$ cat src/rtl/serializer.sv
// Parallel-to-serial converter: latches one word plus a bit count, then shifts
// the requested number of bits out MSB first, one bit per clock.
module serializer #(
  parameter int unsigned DATA_BUS_WIDTH = 16,
  parameter int unsigned MOD_WIDTH      = $clog2(DATA_BUS_WIDTH)
) (
  input  logic                      clk_i,
  input  logic                      srst_i,
  input  logic [DATA_BUS_WIDTH-1:0] data_i,
  input  logic [MOD_WIDTH-1:0]      data_mod_i,
  input  logic                      data_val_i,
  output logic                      ser_data_o,
  output logic                      ser_data_val_o,
  output logic                      busy_o
);

  // One extra bit so the counter can hold a full-width count without wrapping.
  localparam int unsigned CntW = MOD_WIDTH + 1;
  localparam logic [CntW-1:0] FullCnt = CntW'(DATA_BUS_WIDTH);

  typedef enum logic {
    StIdle,
    StSend
  } state_e;

  state_e                    state_q, state_d;
  logic [DATA_BUS_WIDTH-1:0] shift_q, shift_d;
  logic [CntW-1:0]           cnt_q, cnt_d;
  logic [CntW-1:0]           mod_ext;
  logic [CntW-1:0]           load_cnt;

  // Bit count for a new word: 0 means full width, oversize values are clamped.
  always_comb begin
    mod_ext  = {1'b0, data_mod_i};
    load_cnt = mod_ext;
    if (mod_ext == '0 || mod_ext > FullCnt) begin
      load_cnt = FullCnt;
    end
  end

  // Next-state logic: accept in idle, shift and count down while sending.
  always_comb begin
    state_d = state_q;
    shift_d = shift_q;
    cnt_d   = cnt_q;
    unique case (state_q)
      StIdle: begin
        if (data_val_i) begin
          shift_d = data_i;
          cnt_d   = load_cnt;
          state_d = StSend;
        end
      end
      StSend: begin
        shift_d = {shift_q[DATA_BUS_WIDTH-2:0], 1'b0};
        cnt_d   = cnt_q - 1'b1;
        // Last bit is on the wire this cycle; a request now is ignored.
        if (cnt_q == CntW'(1)) begin
          state_d = StIdle;
        end
      end
      default: state_d = StIdle;
    endcase
  end

  // State registers; reset aborts any word in flight immediately.
  always_ff @(posedge clk_i or posedge srst_i) begin
    if (srst_i) begin
      state_q <= StIdle;
      shift_q <= '0;
      cnt_q   <= '0;
    end else begin
      state_q <= state_d;
      shift_q <= shift_d;
      cnt_q   <= cnt_d;
    end
  end

  // Outputs decode registered state only; data is forced low when not valid.
  always_comb begin
    ser_data_val_o = (state_q == StSend);
    busy_o         = (state_q == StSend);
    ser_data_o     = (state_q == StSend) & shift_q[DATA_BUS_WIDTH-1];
  end

endmodule

$ cat config.mk
export PLATFORM = sky130hd
export DESIGN_NAME = serializer
export DESIGN_NICKNAME = d
export VERILOG_FILES = /design/src/rtl/serializer.sv
export SDC_FILE = /design/constraint.sdc
export NUM_CORES = 1
export LEC_CHECK = 0
export CAP_MARGIN = 20
export CORE_MARGIN = 5
export CORE_UTILIZATION = 48
export CTS_CLUSTER_SIZE = 16
export DETAILED_ROUTE_END_ITERATION = 8
export PLACE_DENSITY = 0.78
export SLEW_MARGIN = 10
export SYNTH_ARGS = -nofsm -noshare
export SYNTH_HDL_FRONTEND = slang
export SYNTH_SLANG_ARGS = --single-unit
$ cat constraint.sdc
create_clock -name clk_i -period 1.58 [get_ports clk_i]
set_input_delay 0.316 -clock clk_i [delete_from_list [all_inputs] [get_ports clk_i]]
set_output_delay 0.316 -clock clk_i [all_outputs]
set_load 0.01 [all_outputs]
=== Word-level counts from Yosys, hierarchy flattened ===
Cells that the tools add are included.

* Output and inout bits: 3
* Input bits: 23
* Bits in registers: 22
* Logic and storage cells: 19

* Add/subtract/negate cells: 1
* Reductions and logical operators: 2
* Bitwise gates (word level): 2
* Mux-type cells: 8
* Order comparisons: 1
* Eq/ne operators: 2

{| class="wikitable"
|+ Operator list
! cell !! number
|-
| $pmux 16 s2 || 1
|-
| $mux 16 || 1
|-
| $mux 5 || 2
|-
| $pmux 5 s2 || 1
|-
| $eq 5x1->1 const B || 1
|-
| $gt 4x5->1 const B || 1
|-
| $sub 5x1->5 const B || 1
|-
| $logic_not 4->1 || 1
|-
| $mux 1 || 2
|-
| $ne 2x2->1 const B || 1
|-
| $pmux 1 s2 || 1
|-
| $and 1x1->1 || 1
|-
| $logic_or 1x1->1 || 1
|-
| $not 1->1 || 1
|}

=== Logic depth before layout (Yosys ltp) ===
* Word-level depth: 5
* Depth in mapped cells: 5
* Depth with buffers taken out: 5

=== Least setup slack after synthesis ===
OpenSTA, ideal clock, no wires.

* Kind: register to register
* From: register state_q (netlist: busy_o)
* To: register cnt_q[4]
* Path buffers: 0
* Stages on the path, launching flop included: 4
* Path slack: 0.368 ns
* Data required time: 1.485 ns
* Arrival: 1.117 ns
* Setup time: 0.095 ns
* Period minus slack after synthesis: 1.212 ns
* Cells stage by stage: dfrtp_1 > or4_1 > a2bb2oi_1 > o31ai_1

* Longest elaborated chain between the ends: 2
* Elaborated cells on any way between the ends: 3
* Classes of those cells: eq/ne: 1; mux: 1; bitwise: 1

{| class="wikitable"
|+ Ends and longest elaborated chain
! element !! RTL line !! text
|-
| from (decl) || 26 || <nowiki>state_e state_q, state_d;</nowiki>
|-
| from (signal assigned) || 69 || <nowiki>state_q <= StIdle;</nowiki>
|-
| from (signal assigned) || 73 || <nowiki>state_q <= state_d;</nowiki>
|-
| $not 1->1 || -- ||
|-
| $pmux 5 s2 or $ne 2x2->1 (tied branches) || -- ||
|-
| to (signal assigned) || 75 || <nowiki>cnt_q <= cnt_d;</nowiki>
|-
| to (decl) || 28 || <nowiki>logic [CntW-1:0] cnt_q, cnt_d;</nowiki>
|}

Parallel ways exist; a longest one is shown, timed or not.
A chain may end at the register's enable or synchronous reset.

=== Final worst setup path ===
Same ends and word-level chain as after synthesis.

==> qor.yml <==
floorplan:
  initial_utilization_pct: 49.6
  fp.dieW_um: 57.6
  dieArea_um2: 3320
  placementRows: 17
  core_area_um2: 2190
  ios: 26
  die_y_um: 57.6
worst_setup_path:
  path_cells: "buf_4 -> buf_4 -> or4_1 -> a2bb2oi_1 -> o31ai_1"
  cp_common_cell: "buf_4"
  required_ps: 1790
  slowest_stage: "or4_1"
  crit_path_max_fanout: 7
  cpPeakStageDelay_ps: 510
  cp-start-kind: "register"
  critPathKind: "register to register"
  arrival_ps: 1720
  worstSetupEndpointType: "register"
clock_network:
  clkTransAtPathRegs_ps: 130
  numCtsBuffers: 3
  tritoncts: "done"
  clk_latency_ps: 300
  cts_max_level: 1
  clockBufferDepth: 2
  cts_sinks: 22
  clock_tree.root_cell: "clkbuf_4"
  ctsHoldBuffers: 0
timing:
  holdWs_ps: 236
  period_share_pct: 95.9
  finClkSkew_ps: 10.1
  clock.fmax_mhz: 660
  relSlewSlack_pct: 79.7
  tightest_slew_ps: 303
  setup_viol: 0
  period_minus_slack_ps: 1510
  tns_ps: 0
  rsz0062_at_grt: "no"
  drv_slew: 0
  hold_viol: 0
logic_synthesis:
  synth_compound_area_share_pct: 13.3
  synth_top_family_by_area: "multiplexers"
  yosys_warnings: 0
  syn_area_um2: 1090
  synth_fa_ha_area_share_pct: 2.30
  yosysSeqAreaShare_pct: 50.6
  synthMuxAreaShare_pct: 15.7
  synth_fp_nets: 131
  synthSimpleGateAreaFrac_pct: 10.9
  yosysTopAreaCell: "dfrtp_1"
  synth_area_leaders: "dfrtp_1 51%, mux2i_1 16%, o21ai_0 7.8%"
  yosysUniqueCellTypes: 25
  synth_area_per_cell_um2: 10.3
  yosys_register_bits: 22
  synth-xor-area-share_pct: 1.61
  syn_inst: 106
  yosys.area.top_type_share_pct: 50.6
grt:
  grt_max_degree: 32
  grt_use_met3_pct: 3.17
  grt_pass1_wl_um: 3590
  grt-busiest-layer: "met2"
  overflow: 0
  antenna_found_initial: 0
  grt_pass1_vias: 838
  use_met1_pct: 17.8
  grt_usage_pct: 13.7
  met2_usage_pct: 22.6
pwr:
  p_leak_nw: 0.680
  ir_drop_mv: 0.943
  p_per_area_nw_per_um2: 1430
  total_power_mw: 2.06
routing:
  firstDrtPassIters: 4
  drcViolationCount: 0
  vias: 814
  wirelength_um: 2050
  wl_per_cell_um: 12.6
  vias_per_cell: 4.99
  antenna_left: 0
  drtIter0Drc: 18
place:
  place.port_buffers: 25
  dp_hpwl_um: 1560
  place.gp.congestion: 0.824
hold_path:
  hp-class: "input port to async pin"
final_layout:
  antennaDiodeCount: 0
  syn_to_final_growth_pct: 32.1
  layout.nets: 161
  drive_gt1_share_pct: 8.89
run:
  drv_cap: 0
run_status:
  status: "finished clean"
==> critical path: cells and delay by family (launching register included) <==
family	cells	cell delay (ps)
compound gates	2	210
flops	1	420
simple gates	1	510
buf+inv	2	290
==> worst paths after layout <==
kind	slack, ps	depth (start not counted)	end	start
max	70	5	cnt_q[4]	busy_o
max reg2reg	70	5	cnt_q[4]	busy_o
min reg2reg	500	2	shift_q[4]	shift_q[3]
max in group asynchronous	870	3	shift_q[1]	srst_i
min	240	2	shift_q[10]	srst_i
min in group clk_i	500	2	shift_q[4]	shift_q[3]
==> kinds of logic (layout without fill, tap and decap cells) <==
group	count (synthesis)	after routing
DFF	22	22
and+or+nand+nor	26	26
AOI/OAI and AO/OA	25	25
xor gates and xnor gates	2	2
buffers and inverters	12	41
muxes	17	17
adders and majority gates	2	2
==> cell usage after synthesis <==
library cell and count:
dfrtp_1 22, mux2i_1 17, o21ai_0 17, nand2_1 16, inv_1 5, nor2_1 4
buf_2 3, buf_4 3, a21oi_1 2, ha_1 2, a22oi_1 1, a2bb2oi_1 1
a41oi_1 1, and2_1 1, and4bb_2 1, clkbuf_1 1, nand2b_1 1, nor2b_1 1
nor3_1 1, o211a_1 1, o211ai_1 1, o31ai_1 1, or4_1 1, xnor2_1 1
xor2_1 1
==> sequential cells by signal, indices dropped and copies added, names as in the netlist <==
register and flops:
busy_o 1, cnt_q 5, shift_q 16
==> final cells by class <==
cell class	count	area, um^2
clock inverter	1	30.0
inverter	5	18.8
multi-input combinational	72	477
timing repair buffer	32	303
sequential	22	551
fill	177	754
tap	28	35.0
clock buffer	3	22.5
==> through the flow <==
stage               cells  utilization [%]  worst slack (ps)  area [um^2]
finish                163             65.6              65.4         1440
detailed placement    158             62.8              29.6         1380
floorplan             106                -               368         1090
global route          163             65.6              25.7         1440
CTS                   163             65.4              6.10         1430
global placement      158             62.8              55.1         1380
==> routing by layer <==
| layer | part of all wire [%] | vias to the layer above |
|---|---|---|
| li1 | - | 422 |
| met1 | 47 | 372 |
| met2 | 46 | 18 |
| met3 | 6.0 | 2 |
| met4 | 0.64 | 0 |
| met5 | 0 | - |
==> power by group <==
group / switching, mW / internal (mW)
Combinational: 0.367 / 0.352
Sequential: 0.138 / 0.777
Clock: 0.170 / 0.256
==> cell usage in the layout, fill, tap and decap left out, drive strengths merged <==
cell           netlist  layout
mux2i               17      17
o211ai               1       1
a21oi                2       2
nor2                 4       4
dlygate4sd2          0       2
a2bb2oi              1       1
bufinv               0       1
clkbuf               1       3
or4                  1       1
nor3                 1       1
dlymetal6s2s         0       1
dfrtp               22      22
and4bb               1       1
nand2               16      16
a41oi                1       1
clkdlybuf4s50        0      22
a22oi                1       1
and2                 1       1
nor2b                1       1
xnor2                1       1
o21ai               17      17
nand2b               1       1
inv                  5       5
xor2                 1       1
o31ai                1       1
o211a                1       1
buf                  6       7
ha                   2       2
==> what timing repair did <==
item / in CTS / in global routing
setup buffers: 1 / 0
pin swaps: 0 / 0
endpoints found under the hold margin: 0 / 0
resized for setup: 2 / 1
endpoints found under the setup margin: 3 / 1
Note: power is estimated with default switching activity, not from simulation.
